**src/rtl/div_seq.sv**
```systemverilog
// Multi-cycle restoring divider for the ALU divide path: quotient to qLOW, remainder to rHI.
// Start/busy/done handshake; signed mode truncates toward zero, remainder follows the dividend's sign.
module div_seq #(
  parameter int WIDTH = 32
) (
  input  logic             clk,
  input  logic             clr,
  input  logic             start,
  input  logic             sgn,
  input  logic [WIDTH-1:0] A,
  input  logic [WIDTH-1:0] B,
  output logic [WIDTH-1:0] qLOW,
  output logic [WIDTH-1:0] rHI,
  output logic             busy,
  output logic             done,
  output logic             dz
);

  typedef enum logic [2:0] {
    S_IDLE  = 3'd0,
    S_SETUP = 3'd1,
    S_ITER  = 3'd2,
    S_FIX   = 3'd3,
    S_DONE  = 3'd4
  } state_t;

  localparam int CW = $clog2(WIDTH) + 1;

  state_t           state_q, state_d;
  logic [WIDTH-1:0] a_q, a_d;
  logic [WIDTH-1:0] b_q, b_d;
  logic             sgn_q, sgn_d;
  logic [WIDTH:0]   rem_q, rem_d;
  logic [WIDTH-1:0] quo_q, quo_d;
  logic [WIDTH-1:0] dvs_q, dvs_d;
  logic             qneg_q, qneg_d;
  logic             rneg_q, rneg_d;
  logic             zdiv_q, zdiv_d;
  logic [CW-1:0]    cnt_q, cnt_d;
  logic [WIDTH-1:0] q_out_q, q_out_d;
  logic [WIDTH-1:0] r_out_q, r_out_d;
  logic             dz_q, dz_d;

  logic [WIDTH:0]   rem_sh;
  logic [WIDTH+1:0] trial;

  always_comb begin
    state_d = state_q;
    a_d     = a_q;
    b_d     = b_q;
    sgn_d   = sgn_q;
    rem_d   = rem_q;
    quo_d   = quo_q;
    dvs_d   = dvs_q;
    qneg_d  = qneg_q;
    rneg_d  = rneg_q;
    zdiv_d  = zdiv_q;
    cnt_d   = cnt_q;
    q_out_d = q_out_q;
    r_out_d = r_out_q;
    dz_d    = dz_q;

    // One extra bit on the trial subtract keeps the borrow unambiguous for full-range unsigned divisors.
    rem_sh = {rem_q[WIDTH-1:0], quo_q[WIDTH-1]};
    trial  = {1'b0, rem_sh} - {2'b00, dvs_q};

    case (state_q)
      S_IDLE, S_DONE: begin
        state_d = S_IDLE;
        if (start) begin
          a_d     = A;
          b_d     = B;
          sgn_d   = sgn;
          state_d = S_SETUP;
        end
      end
      S_SETUP: begin
        qneg_d  = sgn_q & (a_q[WIDTH-1] ^ b_q[WIDTH-1]);
        rneg_d  = sgn_q & a_q[WIDTH-1];
        quo_d   = (sgn_q && a_q[WIDTH-1]) ? -a_q : a_q;
        dvs_d   = (sgn_q && b_q[WIDTH-1]) ? -b_q : b_q;
        rem_d   = '0;
        cnt_d   = '0;
        zdiv_d  = (b_q == '0);
        // A zero divisor skips the iterations but still passes through FIX to load the flagged result.
        state_d = (b_q == '0) ? S_FIX : S_ITER;
      end
      S_ITER: begin
        if (!trial[WIDTH+1]) begin
          rem_d = trial[WIDTH:0];
          quo_d = {quo_q[WIDTH-2:0], 1'b1};
        end else begin
          rem_d = rem_sh;
          quo_d = {quo_q[WIDTH-2:0], 1'b0};
        end
        cnt_d = cnt_q + CW'(1);
        if (cnt_q == CW'(WIDTH - 1)) state_d = S_FIX;
      end
      S_FIX: begin
        if (zdiv_q) begin
          q_out_d = '1;
          r_out_d = a_q;
          dz_d    = 1'b1;
        end else begin
          q_out_d = qneg_q ? -quo_q : quo_q;
          r_out_d = rneg_q ? -rem_q[WIDTH-1:0] : rem_q[WIDTH-1:0];
          dz_d    = 1'b0;
        end
        state_d = S_DONE;
      end
      default: state_d = S_IDLE;
    endcase
  end

  always_ff @(posedge clk) begin
    if (!clr) begin
      state_q <= S_IDLE;
      a_q     <= '0;
      b_q     <= '0;
      sgn_q   <= 1'b0;
      rem_q   <= '0;
      quo_q   <= '0;
      dvs_q   <= '0;
      qneg_q  <= 1'b0;
      rneg_q  <= 1'b0;
      zdiv_q  <= 1'b0;
      cnt_q   <= '0;
      q_out_q <= '0;
      r_out_q <= '0;
      dz_q    <= 1'b0;
    end else begin
      state_q <= state_d;
      a_q     <= a_d;
      b_q     <= b_d;
      sgn_q   <= sgn_d;
      rem_q   <= rem_d;
      quo_q   <= quo_d;
      dvs_q   <= dvs_d;
      qneg_q  <= qneg_d;
      rneg_q  <= rneg_d;
      zdiv_q  <= zdiv_d;
      cnt_q   <= cnt_d;
      q_out_q <= q_out_d;
      r_out_q <= r_out_d;
      dz_q    <= dz_d;
    end
  end

  assign qLOW = q_out_q;
  assign rHI  = r_out_q;
  assign dz   = dz_q;
  assign busy = (state_q == S_SETUP) || (state_q == S_ITER) || (state_q == S_FIX);
  assign done = (state_q == S_DONE);

endmodule

```
**config.mk**
```make
export PLATFORM = sky130hd
export DESIGN_NAME = div_seq
export DESIGN_NICKNAME = d
export VERILOG_FILES = /design/src/rtl/div_seq.sv
export SDC_FILE = /design/constraint.sdc
export NUM_CORES = 1
export LEC_CHECK = 0
export CORE_MARGIN = 1
export CORE_UTILIZATION = 55
export DETAILED_ROUTE_END_ITERATION = 7
export PLACE_DENSITY = 0.81
export SLEW_MARGIN = 40
export SYNTH_ARGS = -nofsm -noshare
export SYNTH_HDL_FRONTEND = slang
export SYNTH_SLANG_ARGS = --single-unit
```
**constraint.sdc**
```tcl
create_clock -name clk -period 5.9 [get_ports clk]
set_input_delay 1.475 -clock clk [delete_from_list [all_inputs] [get_ports clk]]
set_output_delay 1.475 -clock clk [all_outputs]
set_load 0.005 [all_outputs]
```
Yosys cells after proc, flatten, opt, wreduce, memory -nomap -nowiden
Index checks and enable logic that the tools add are counted.
{"block": "totals", "output_inout_bits": 67, "inputBits": 68, "regBits": 238}
{"block": "op_classes", "eq_ne": 6, "mux": 16, "bitwise": 3, "n_addsub": 6, "reduce_logical": 9}
{"cell": "$mux W32", "n": 7}
{"cell": "$neg A32 Y32", "n": 4}
{"cell": "$pmux W32 S2", "n": 2}
{"cell": "$sub A33 B32 Y34", "n": 1}
{"cell": "$logic_not A32 Y1", "n": 1}
{"cell": "$pmux W3 S4", "n": 1}
{"cell": "$pmux W6 S2", "n": 1}
{"cell": "$add A6 B1 Y6 const B", "n": 1}
{"cell": "$eq A3 B2 Y1 const B", "n": 2}
{"cell": "$eq A6 B5 Y1 const B", "n": 1}
{"cell": "$mux W1", "n": 4}
{"cell": "$eq A3 B1 Y1 const B", "n": 1}
{"cell": "$eq A3 B3 Y1 const B", "n": 1}
{"cell": "$logic_not A3 Y1", "n": 1}
{"cell": "$mux W3", "n": 1}
{"cell": "$and A1 B1 Y1", "n": 2}
{"cell": "$logic_and A1 B1 Y1", "n": 2}
{"cell": "$logic_or A1 B1 Y1", "n": 2}
{"cell": "$ne A2 B2 Y1 const B", "n": 1}
{"cell": "$reduce_and A2 Y1", "n": 1}
{"cell": "$reduce_bool A2 Y1", "n": 1}
{"cell": "$reduce_or A2 Y1", "n": 1}
{"cell": "$xor A1 B1 Y1", "n": 1}

Logic depth before layout (Yosys ltp)
{"block": "logic_depth", "depth_word": 3, "mapped_depth": 13, "ltp_nobuf": 12}

Least setup slack after synthesis
OpenSTA, ideal clock, no wires.
{"block": "synth_timing", "kind": "reg-to-reg", "startpoint": "reg rem_q[18]", "endpoint": "reg r_out_q[31] (netlist: rHI[31])", "stages_incl_launch_ff": 9, "arrival_ns": 2.623, "path_slack_ns": 3.139, "required_ns": 5.762, "setup_ns": 0.138, "path_buffers": 0, "path_cell_list": "dfxtp_1 or4_4 or4_1 or2_1 or4_1 nand2b_4 o31ai_2 xor2_1 o221ai_1"}
{"block": "synth_via", "elab_chain_len": 3}
{"element": "from (decl)", "line_no": "33", "rtl": "logic [WIDTH:0] rem_q, rem_d;"}
{"element": "from (signal assigned)", "line_no": "136", "rtl": "rem_q <= rem_d;"}
{"element": "$neg A32 Y32", "line_no": "106", "rtl": "r_out_d = rneg_q ? -rem_q[WIDTH-1:0] : rem_q[WIDTH-1:0];"}
{"element": "$mux W32", "line_no": "106"}
{"element": "$mux W32", "line_no": "100", "rtl": "if (zdiv_q) begin"}
{"element": "to (signal assigned)", "line_no": "144", "rtl": "r_out_q <= r_out_d;"}
{"element": "to (decl)", "line_no": "41", "rtl": "logic [WIDTH-1:0] r_out_q, r_out_d;"}
No other way between the ends.
A chain may end at the register's enable or synchronous reset.

Final worst setup path
{"block": "layout_timing", "startpoint": "reg rem_q[17]", "endpoint": "reg rem_q[15]"}
{"block": "layout_via", "elab_chain_len": 3}
{"element": "$sub A33 B32 Y34", "line_no": "65", "rtl": "trial = {1'b0, rem_sh} - {2'b00, dvs_q};"}
{"element": "$mux W32", "line_no": "89", "rtl": "if (!trial[WIDTH+1]) begin"}
{"element": "$pmux W32 S2", "line_no": "67", "rtl": "case (state_q)"}
No other way between the ends.

==> flow_summary.yaml <==
setup_path:
  end_kind: "register"
  reg2reg_depth: 10
  timing.critical_path.cells: "ha_1 > a21oi_1 > o21ai_0 > o41ai_1 > a21oi_1 > o21ai_1 > o311a_1 > buf_4 > nand2b_1 > o21ai_0"
  cp.required_ns: 6.29
  crit_type: "register to register"
  cp_max_fo: 20
  cp_launch_type: "register"
  setup.reg_to_reg.worst_slack_ns: 2.15
  crit-reg2reg-capture: "rem_q[15]$_SDFFE_PN0P_"
  critPathSlowestCell: "sky130_fd_sc_hd__o311a_1"
  cpPeakStageDelay_ns: 0.62
  critPathArrivalTime_ns: 4.14
  worst_r2r_startpoint: "rem_q[17]$_SDFFE_PN0P_"
finish:
  post_synthesis_to_final_layout_area_growth_pct: 16.45
  ratio_of_cells_with_drive_above_1_in_the_final_layout_pct: 4.751
  regArea_sq_um: 4768
  multi_input_comb_area_sq_um: 8139
  final_core_util_pct: 65.10
  finish.net_count: 1876
  num_antenna_cells: 0
  filler_cell_count: 2050
cts:
  cts_tree: "yes"
  cts.sink_count: 238
  cts-hold-fix-buffers: 0
  root_buffer: "sky130_fd_sc_hd__clkbuf_16"
  cts_buffers: 25
  ctsResizeCount: 0
  worstSkewPairLatency_ns: 0.53
  ctsHtreeMaxLevel: 1
  cts_max_path_buffers: 3
  clk_pin_slew_worst_paths_ns: 0.06
  cts_setup_buffers: 0
sta:
  timing.slew.headroom_pct: 51.53
  tightestPinTransition_ns: 0.7270
  fin_crit_ns: 3.746
  setup_slack_ns: 2.154
  fmax_ghz: 0.2670
  hold-worst-slack_ns: 0.4506
  finalSetupViolations: 0
  grt_setup_unrepaired: "no"
  fin_crit_sh_pct: 63.49
  timing.final.hold_violations: 0
  setup_total_negative_slack_ns: 0
  clock_skew_ns: 0.01372
  slew_violations: 0
power_and_ir_drop:
  share_comb_of_total_power_pct: 30.4
  total_power_mw: 4.948
  peakVddDrop_uv: 246.3
  power_switching_mw: 1.684
  internal_power_mw: 3.264
  power.share.clock_pct: 32.3
  leakage_nw: 6.348
  swShare_pct: 34.04
  pwr-share-seq_pct: 37.2
  power_density_of_the_placed_cells_nw_per_um2: 313.5
synth:
  synth.cell_area_sq_um: 13560
  synth.cells.most_frequent: "sky130_fd_sc_hd__nand2_1, sky130_fd_sc_hd__dfxtp_1, sky130_fd_sc_hd__o21ai_0"
  synthMostInstantiatedCell: "sky130_fd_sc_hd__nand2_1"
  share_of_the_yosys_chip_area_belonging_to_registers_pct: 35.15
  synth-async-reset-ratio_pct: 0
  postSynthRegisterBits: 238
  ys_types: 66
  synth_flop_cell: "sky130_fd_sc_hd__dfxtp_1"
  syn_nets: 1827
  synth_area_leader_cell: "sky130_fd_sc_hd__dfxtp_1"
  syn_inst: 1721
  synthTopCellsByArea: "sky130_fd_sc_hd__dfxtp_1, sky130_fd_sc_hd__nand2_1, sky130_fd_sc_hd__o21ai_0"
  yosysWarningCount: 0
  synth_enable_flop_cells: 0
  syn_area_per_cell_sq_um: 7.877
  top_cell_type_s_share_of_synthesized_area_pct: 35.15
detailed_routing:
  first_pass_iters: 5
  route.detailed.vias_per_inst: 5.869
  postRouteAntennaNets: 0
  drcViolationCount: 0
  avgRoutedWirePerCell_um: 16.81
  num_vias: 12402
  routed_wirelength_um: 35530
  drt_iter0_markers: 1137
outcome:
  outcome: "finished clean"
global_route:
  via_count_of_the_first_global_routing_pass: 11590
  grt_antenna_before_repair: 0
  grt_pass1_wl_um: 58280
  grt_start_max_net_pins: 83
  grt_overflow: 0
  global_route.usage.total_pct: 27.67
die:
  top_level_ports: 135
  die-height_um: 159.0
  core_sq_um: 24250
  rows: 57
  floorplan.initialDensity_pct: 55.90
  dieWidth_um: 159.0
  fp.dieArea_sq_um: 25280
worst_hold_path:
  min_delay_worst_endpoint: "rHI[24]$_SDFFE_PN0P_"
  hold_start: "rHI[24]$_SDFFE_PN0P_"
  min_path_type: "register to register"
  timing.hold.worst_path_depth: 2
place:
  dpl_worst_slack_ns: 2.249
  routabilityCongestion: 0.9510
  buffers_on_ports: 134
  dpl.hpwl_um: 25720
flow_run:
  cap_violations: 0
-- metrics by stage --
step | cell area [sq um] | instances
after floorplan | 13560 | 1721
after global placement | 14940 | 2067
after detailed placement | 14950 | 2067
after CTS | 15780 | 2113
after global routing | 15790 | 2113
final | 15790 | 2113
-- flip-flops by register name, indices dropped and copies added (netlist names), 3 cells and up --
register  flops
qLOW         32
quo_q        32
a_q          32
cnt_q         6
state_q       3
b_q          32
dvs_q        32
rHI          32
rem_q        32
-- routing by layer --
metal	global-route usage, %	wire (um)	up-vias
li1	-	-	6149
met1	36.37	15500	5763
met2	46.97	16990	417
met3	2.787	1818	73
met4	10.45	1218	0
met5	0	0	-
-- critical path, delay by kind of cell (launching register included) --
family	cells	cell delay [ns]
flops	1	0.45
compound gates	7	1.98
fa+ha+maj	1	0.34
simple gates	1	0.40
buf+inv	1	0.42
-- cell type report --
class / count / area share, %
Clock buffer: 36 / 4.605
Clock inverter: 10 / 0.6737
Inverter: 56 / 1.332
Multi-Input combinational cell: 1303 / 51.56
Sequential cell: 238 / 30.21
Tap cell: 324 / 2.568
Timing Repair Buffer: 146 / 9.052
-- logic make-up (layout without fill, tap and decap cells) --
logic type,Yosys count,in the layout,share of synthesized area [%]
simple gates,581,581,20.07
buf+inv,180,248,5.012
xor+xnor,144,144,9.304
fa+ha+maj,38,38,3.563
mux,22,22,1.643
compound gates,518,518,25.26
flops,238,238,35.15
-- layout by cell type (no fill, tap or decap), types with 44 or more instances in the layout --
cell type	count
sky130_fd_sc_hd__xnor2_1	77
sky130_fd_sc_hd__clkdlybuf4s50_1	133
sky130_fd_sc_hd__o21ai_0	162
sky130_fd_sc_hd__a21boi_0	83
sky130_fd_sc_hd__nand3_1	44
sky130_fd_sc_hd__a21oi_1	90
sky130_fd_sc_hd__nand2_1	286
sky130_fd_sc_hd__xor2_1	67
sky130_fd_sc_hd__nor2_1	74
sky130_fd_sc_hd__dfxtp_1	235
sky130_fd_sc_hd__inv_1	56
-- power by group through the flow --
stage                     registers [mW]  clock network (mW)  logic, mW
after floorplan                     1.83                   0       1.14
after global placement              1.87                   0       1.46
after detailed placement            1.87                   0       1.48
after CTS                           1.84                1.62       1.49
after global routing                1.86                1.68       1.67
final                               1.84                1.60       1.51
-- worst max-delay path by stage --
stage,start,depth (start not counted),endpoint
after global placement,rem_q[0]$_SDFFE_PN0P_,10,rem_q[26]$_SDFFE_PN0P_
after global routing,rem_q[17]$_SDFFE_PN0P_,10,rem_q[28]$_SDFFE_PN0P_
final,rem_q[17]$_SDFFE_PN0P_,10,rem_q[15]$_SDFFE_PN0P_
after detailed placement,rem_q[0]$_SDFFE_PN0P_,10,rem_q[29]$_SDFFE_PN0P_
after floorplan,rem_q[18]$_SDFFE_PN0P_,8,rHI[31]$_SDFFE_PN0P_
after CTS,rem_q[6]$_SDFFE_PN0P_,10,rem_q[29]$_SDFFE_PN0P_
(Power assumes the default switching activity.)
